## src/rtl/ex_mem_skid_reg.sv

```systemverilog
// ex_mem_skid_reg: EX->MEM pipeline register with valid/ready handshake, 2-entry skid buffer and flush.
// Optional stall/bubble performance counters are enabled by defining EX_MEM_PERF_CNT_EN.
module ex_mem_skid_reg #(
    parameter int DATA_W = 160,
    parameter int CTRL_W = 10
) (
    input  logic              clk,
    input  logic              rst,
    input  logic              flush,
    input  logic              s_valid,
    output logic              s_ready,
    input  logic [DATA_W-1:0] s_data,
    input  logic [CTRL_W-1:0] s_ctrl,
    output logic              m_valid,
    input  logic              m_ready,
    output logic [DATA_W-1:0] m_data,
    output logic [CTRL_W-1:0] m_ctrl,
    output logic [1:0]        occupancy
`ifdef EX_MEM_PERF_CNT_EN
    ,
    output logic [31:0]       stall_cnt,
    output logic [31:0]       bubble_cnt
`endif
);
    typedef enum logic [1:0] {EMPTY = 2'd0, ONE = 2'd1, FULL = 2'd2} state_t;

    state_t            r_state;
    state_t            w_next;
    logic              r_s_ready;
    logic [DATA_W-1:0] r_main_data;
    logic [DATA_W-1:0] r_skid_data;
    logic [CTRL_W-1:0] r_main_ctrl;
    logic [CTRL_W-1:0] r_skid_ctrl;
    logic              w_s_fire;
    logic              w_m_fire;
    logic              w_load_main_s;
    logic              w_load_main_skid;
    logic              w_load_skid;

    assign s_ready   = r_s_ready;
    assign m_valid   = (r_state != EMPTY);
    assign m_data    = r_main_data;
    // Bubbles never carry control, so RegWrite/MemWrite cannot leak downstream
    assign m_ctrl    = m_valid ? r_main_ctrl : '0;
    assign occupancy = r_state;
    assign w_s_fire  = s_valid & r_s_ready;
    assign w_m_fire  = m_valid & m_ready;

    always_comb begin
        w_next           = r_state;
        w_load_main_s    = 1'b0;
        w_load_main_skid = 1'b0;
        w_load_skid      = 1'b0;
        case (r_state)
            EMPTY: begin
                w_next        = w_s_fire ? ONE : EMPTY;
                w_load_main_s = w_s_fire;
            end
            ONE: begin
                w_next        = w_s_fire ? (w_m_fire ? ONE : FULL) : (w_m_fire ? EMPTY : ONE);
                w_load_main_s = w_s_fire & w_m_fire;
                w_load_skid   = w_s_fire & ~w_m_fire;
            end
            FULL: begin
                w_next           = w_m_fire ? ONE : FULL;
                w_load_main_skid = w_m_fire;
            end
            default: w_next = EMPTY;
        endcase
        if (flush) begin
            w_next           = EMPTY;
            w_load_main_s    = 1'b0;
            w_load_main_skid = 1'b0;
            w_load_skid      = 1'b0;
        end
    end

    always_ff @(posedge clk) begin
        if (rst) begin
            r_state     <= EMPTY;
            r_s_ready   <= 1'b1;
            r_main_data <= '0;
            r_main_ctrl <= '0;
            r_skid_data <= '0;
            r_skid_ctrl <= '0;
        end else begin
            r_state   <= w_next;
            r_s_ready <= (w_next != FULL);
            if (w_load_main_s) begin
                r_main_data <= s_data;
                r_main_ctrl <= s_ctrl;
            end else if (w_load_main_skid) begin
                r_main_data <= r_skid_data;
                r_main_ctrl <= r_skid_ctrl;
            end
            if (w_load_skid) begin
                r_skid_data <= s_data;
                r_skid_ctrl <= s_ctrl;
            end
        end
    end

`ifdef EX_MEM_PERF_CNT_EN
    logic [31:0] r_stall_cnt;
    logic [31:0] r_bubble_cnt;

    assign stall_cnt  = r_stall_cnt;
    assign bubble_cnt = r_bubble_cnt;

    // Saturating counters; flush deliberately leaves them untouched
    always_ff @(posedge clk) begin
        if (rst) begin
            r_stall_cnt  <= '0;
            r_bubble_cnt <= '0;
        end else begin
            if (m_valid && !m_ready && r_stall_cnt != 32'hFFFF_FFFF)
                r_stall_cnt <= r_stall_cnt + 32'd1;
            if (!m_valid && !flush && r_bubble_cnt != 32'hFFFF_FFFF)
                r_bubble_cnt <= r_bubble_cnt + 32'd1;
        end
    end
`endif
endmodule

```

## config.mk

```make
export PLATFORM = sky130hd
export DESIGN_NAME = ex_mem_skid_reg
export DESIGN_NICKNAME = d
export VERILOG_FILES = /design/src/rtl/ex_mem_skid_reg.sv
export SDC_FILE = /design/constraint.sdc
export NUM_CORES = 1
export LEC_CHECK = 0
export BUFFER_PORTS_ARGS = -buffer_cell sky130_fd_sc_hd__buf_2
export CAP_MARGIN = 0
export CORE_MARGIN = 4
export CORE_UTILIZATION = 30
export DETAILED_ROUTE_END_ITERATION = 6
export GPL_ROUTABILITY_DRIVEN = 0
export PLACE_DENSITY_LB_ADDON = 0.1
export SKIP_LAST_GASP = 1
export SYNTH_ARGS = -nofsm -noshare
export SYNTH_HDL_FRONTEND = slang
export SYNTH_SLANG_ARGS = --single-unit
```

## constraint.sdc

```tcl
create_clock -name clk -period 2.23 [get_ports clk]
set_input_delay 0.223 -clock clk [delete_from_list [all_inputs] [get_ports clk]]
set_output_delay 0.223 -clock clk [all_outputs]
set_load 0.01 [all_outputs]
```

==> key figures <==
Global route
  – First-pass GRT wire length: 76700 µm
  – Largest net degree at the start of global routing: approximately 120
  – GRT Total Usage: between 10% and 20%
  – Number of global-route vias before repair: 13500
  – Grt total ovfl: 0
  – Initial antenna violation count: 2

Clocking
  – CTS tree: built
  – Clock sinks: 343
  – Clock-pin transition on the worst setup and hold timing paths: approximately 50 ps
  – Root buffer cell: clkbuf_16
  – Setup Buffers After CTS: 0
  – Htree depth: 2
  – Clk_lat worst skew: around 540 ps
  – Max Buffers Root-to-Sink: 3
  – CTS Buf Count: 43

Timing
  – Sum Neg Setup Slack: 0 ps
  – Worst Skew: 8.55 ps
  – Max frequency: 0.501 GHz
  – Final Hold Fails: 0
  – RSZ-0062 raised after global routing: no
  – Count of final setup violators: 0
  – Worst slew pin tran: about 620 ps
  – Minimum clock period after layout: 2000 ps
  – Slew Limit Fails: 0
  – Period utilization: approximately 90%
  – PnR worst setup slack: roughly 230 ps
  – Slew headroom: 58.7%

Cells and area
  – Diode count: 0
  – Share of post-route cells with drive strength above 1: 21.7%
  – Final non-filler cell area: roughly 0.020 mm²
  – Fin util: 42.6%
  – Nets: 2368
  – Synth-to-layout area growth: 39.3%

Critical path
  – RR Endpoint: m_data[108]$_SDFFE_PP0P_
  – Startpoint Class: flop
  – Crit-path max FO: 114
  – Worst Path Required: approximately 2700 ps
  – CP Data Arrival Time: 2440 ps
  – Crit Path Class: flop to flop
  – R2r setup slk: 230 ps
  – Reg2reg start: s_ready$_SDFF_PP1_
  – CP endpoint kind: flop
  – Reg2reg path depth: 7

Synth
  – Yosys warnings: 0
  – #FFs+latches synth: 343
  – Sequential share of the synthesized area: 46.7%
  – Syn_area_per_cell: 8.39 µm²
  – Cell Area, Synth: 0.0147 mm²
  – Yosys cell types: 26
  – Cells after Synth: between 1500 and 2000
  – Syn_nets: 1931

Floorplan
  – Starting density of the core: 30.5%
  – DIE AREA: roughly 0.053 mm²
  – Die height: 229 µm
  – Io pins: 349
  – Die X: about 230 µm
  – Placeable Area: 0.0481 mm²
  – Num rows: 80

Outcome
  – Outcome: complete, no violations

Routing
  – Post-route ant nets: 0
  – Iteration-0 DRC Markers: 723
  – DR vias: ~14000
  – Router iterations before antenna repair: 7
  – Remaining DRCs: 0
  – Routed len/inst: between 15 and 20 µm
  – Avg Vias per Cell: 4.93
  – Final WL: 48400 µm

Hold path
  – Hold path endpoint: occupancy[1]$_SDFF_PP0_
  – Min-Delay Path Class: primary input to flop
  – Worst Min Path Start: m_ready
  – Hold Path Stages: 3

Placed design
  – Dpl hpwl: around 30000 µm
  – Setup WS pre-CTS: 251 ps
  – Placed standard-cell area: 0.0173 mm²
  – IO Port Bufs: 348

Power and ir drop
  – P_leak: roughly 7.7 nW
  – Worst VDD drop: around 0.00055 V
  – Pwr Total: between 0.015 and 0.02 W
  – Pwr Density: 760 mW/mm²

Flow run
  – Max Cap Violations: 0
## worst max-delay path by stage
stage	start	endpoint	cells after the start
3_5_place_dp	s_ready$_SDFF_PP1_	m_data[71]$_SDFFE_PP0P_	8
5_1_grt	occupancy[1]$_SDFF_PP0_	m_data[69]$_SDFFE_PP0P_	11
4_1_cts	s_ready$_SDFF_PP1_	m_data[93]$_SDFFE_PP0P_	8
2_1_floorplan	occupancy[0]$_SDFF_PP0_	r_skid_data[100]$_SDFFE_PP0P_	12
6_report	s_ready$_SDFF_PP1_	m_data[108]$_SDFFE_PP0P_	7
3_3_place_gp	occupancy[0]$_SDFF_PP0_	m_data[17]$_SDFFE_PP0P_	10
## power breakdown
part           total, W  switching (W)  internal (W)
sequential      0.00656       0.000155       0.00640
combinational   0.00193       0.000994      0.000933
clock           0.00708        0.00266       0.00443
## area by class of cell
cell class / count / area [µm²]
fillers: 4807 / 27700
multi-input cells: 1220 / 7050
flip-flops and latches: 343 / 6870
repair buffers: 581 / 4290
clock buffers: 71 / 1380
well taps: 656 / 821
clock inverters: 4 / 70.1
inverters: 2 / 7.51
## per-layer routing
layer	global-route usage (%)	vias up	wire length, µm
met2	28.7	355	22600
met1	23.4	6675	22000
met3	4.19	68	2840
li1	-	7087	-
met5	0	-	27
met4	4.79	4	959
## cells by family after synthesis
family          count (synthesis)  synth area share [%]
compound gates                685                  30.7
fa+ha+maj                       2                 0.170
buf+inv                       191                  5.55
flops                         343                  46.7
mux                             1                0.0681
simple gates                  532                  16.8
## registers in the layout (all words and copies together), names as in the netlist
name,cells
m_data,160
r_skid_data,160
r_main_ctrl,10
r_skid_ctrl,10
occupancy,2
s_ready,1
## layout by cell type, fill, tap and decap left out, types with 2 or more instances in the layout
| master | count |
|---|---|
| clkinv_2 | 2 |
| clkbuf_1 | 10 |
| buf_12 | 29 |
| buf_4 | 33 |
| dfxtp_1 | 343 |
| bufinv_16 | 2 |
| dlygate4sd3_1 | 171 |
| o32ai_1 | 170 |
| clkbuf_8 | 16 |
| o21bai_1 | 170 |
| inv_1 | 2 |
| ha_1 | 2 |
| nand2b_1 | 170 |
| nor2b_1 | 11 |
| a21oi_1 | 340 |
| nand3b_1 | 2 |
| clkbuf_16 | 45 |
| nand2_1 | 342 |
| buf_2 | 347 |
## synthesized netlist by cell type
master     count  share of area, %
o32ai_1      170                10
a22oi_2        1             0.085
nand3b_1       2              0.10
o21ai_0        1             0.034
or3b_2         1             0.060
o21bai_1     170               8.7
inv_1          2             0.051
nand2b_1     170               7.2
or2_2          1             0.043
buf_2         73               2.5
buf_4          2              0.10
nand2_1      342               8.7
a2bb2oi_1      1             0.060
nor3_1         1             0.034
a211oi_1       1             0.051
a21oi_1      340                12
buf_1          3             0.077
nor2_1         2             0.051
a211oi_2       1             0.085
dfxtp_1      343                47
nor2b_1       11              0.47
ha_1           2              0.17
clkbuf_1     111               2.8
mux2i_1        1             0.068
and2_1         1             0.043
and4bb_2       1             0.085
## worst max-delay path, stage by stage, from the launching register on
cell and delay, ps:
dfxtp_1 330, and2_1 220, ha_1 210, nand2_1 90
a211oi_4 290, buf_12 400, a21oi_1 90, o32ai_1 140
## repair_timing
item | 4_1_cts | 5_1_grt
resized for setup | 0 | 0
hold buffers | 171 | 0
hold endpoints to repair | 340 | 0
## stage by stage
step / hold WS [ps] / cells
after floorplan: 359 / 1754
final: 58.3 / 2877
after CTS: 9.28 / 2877
after detailed placement: 447 / 2631
after global placement: 442 / 2631
after global routing: 59.6 / 2877
Note: power is estimated with default switching activity, not from simulation.
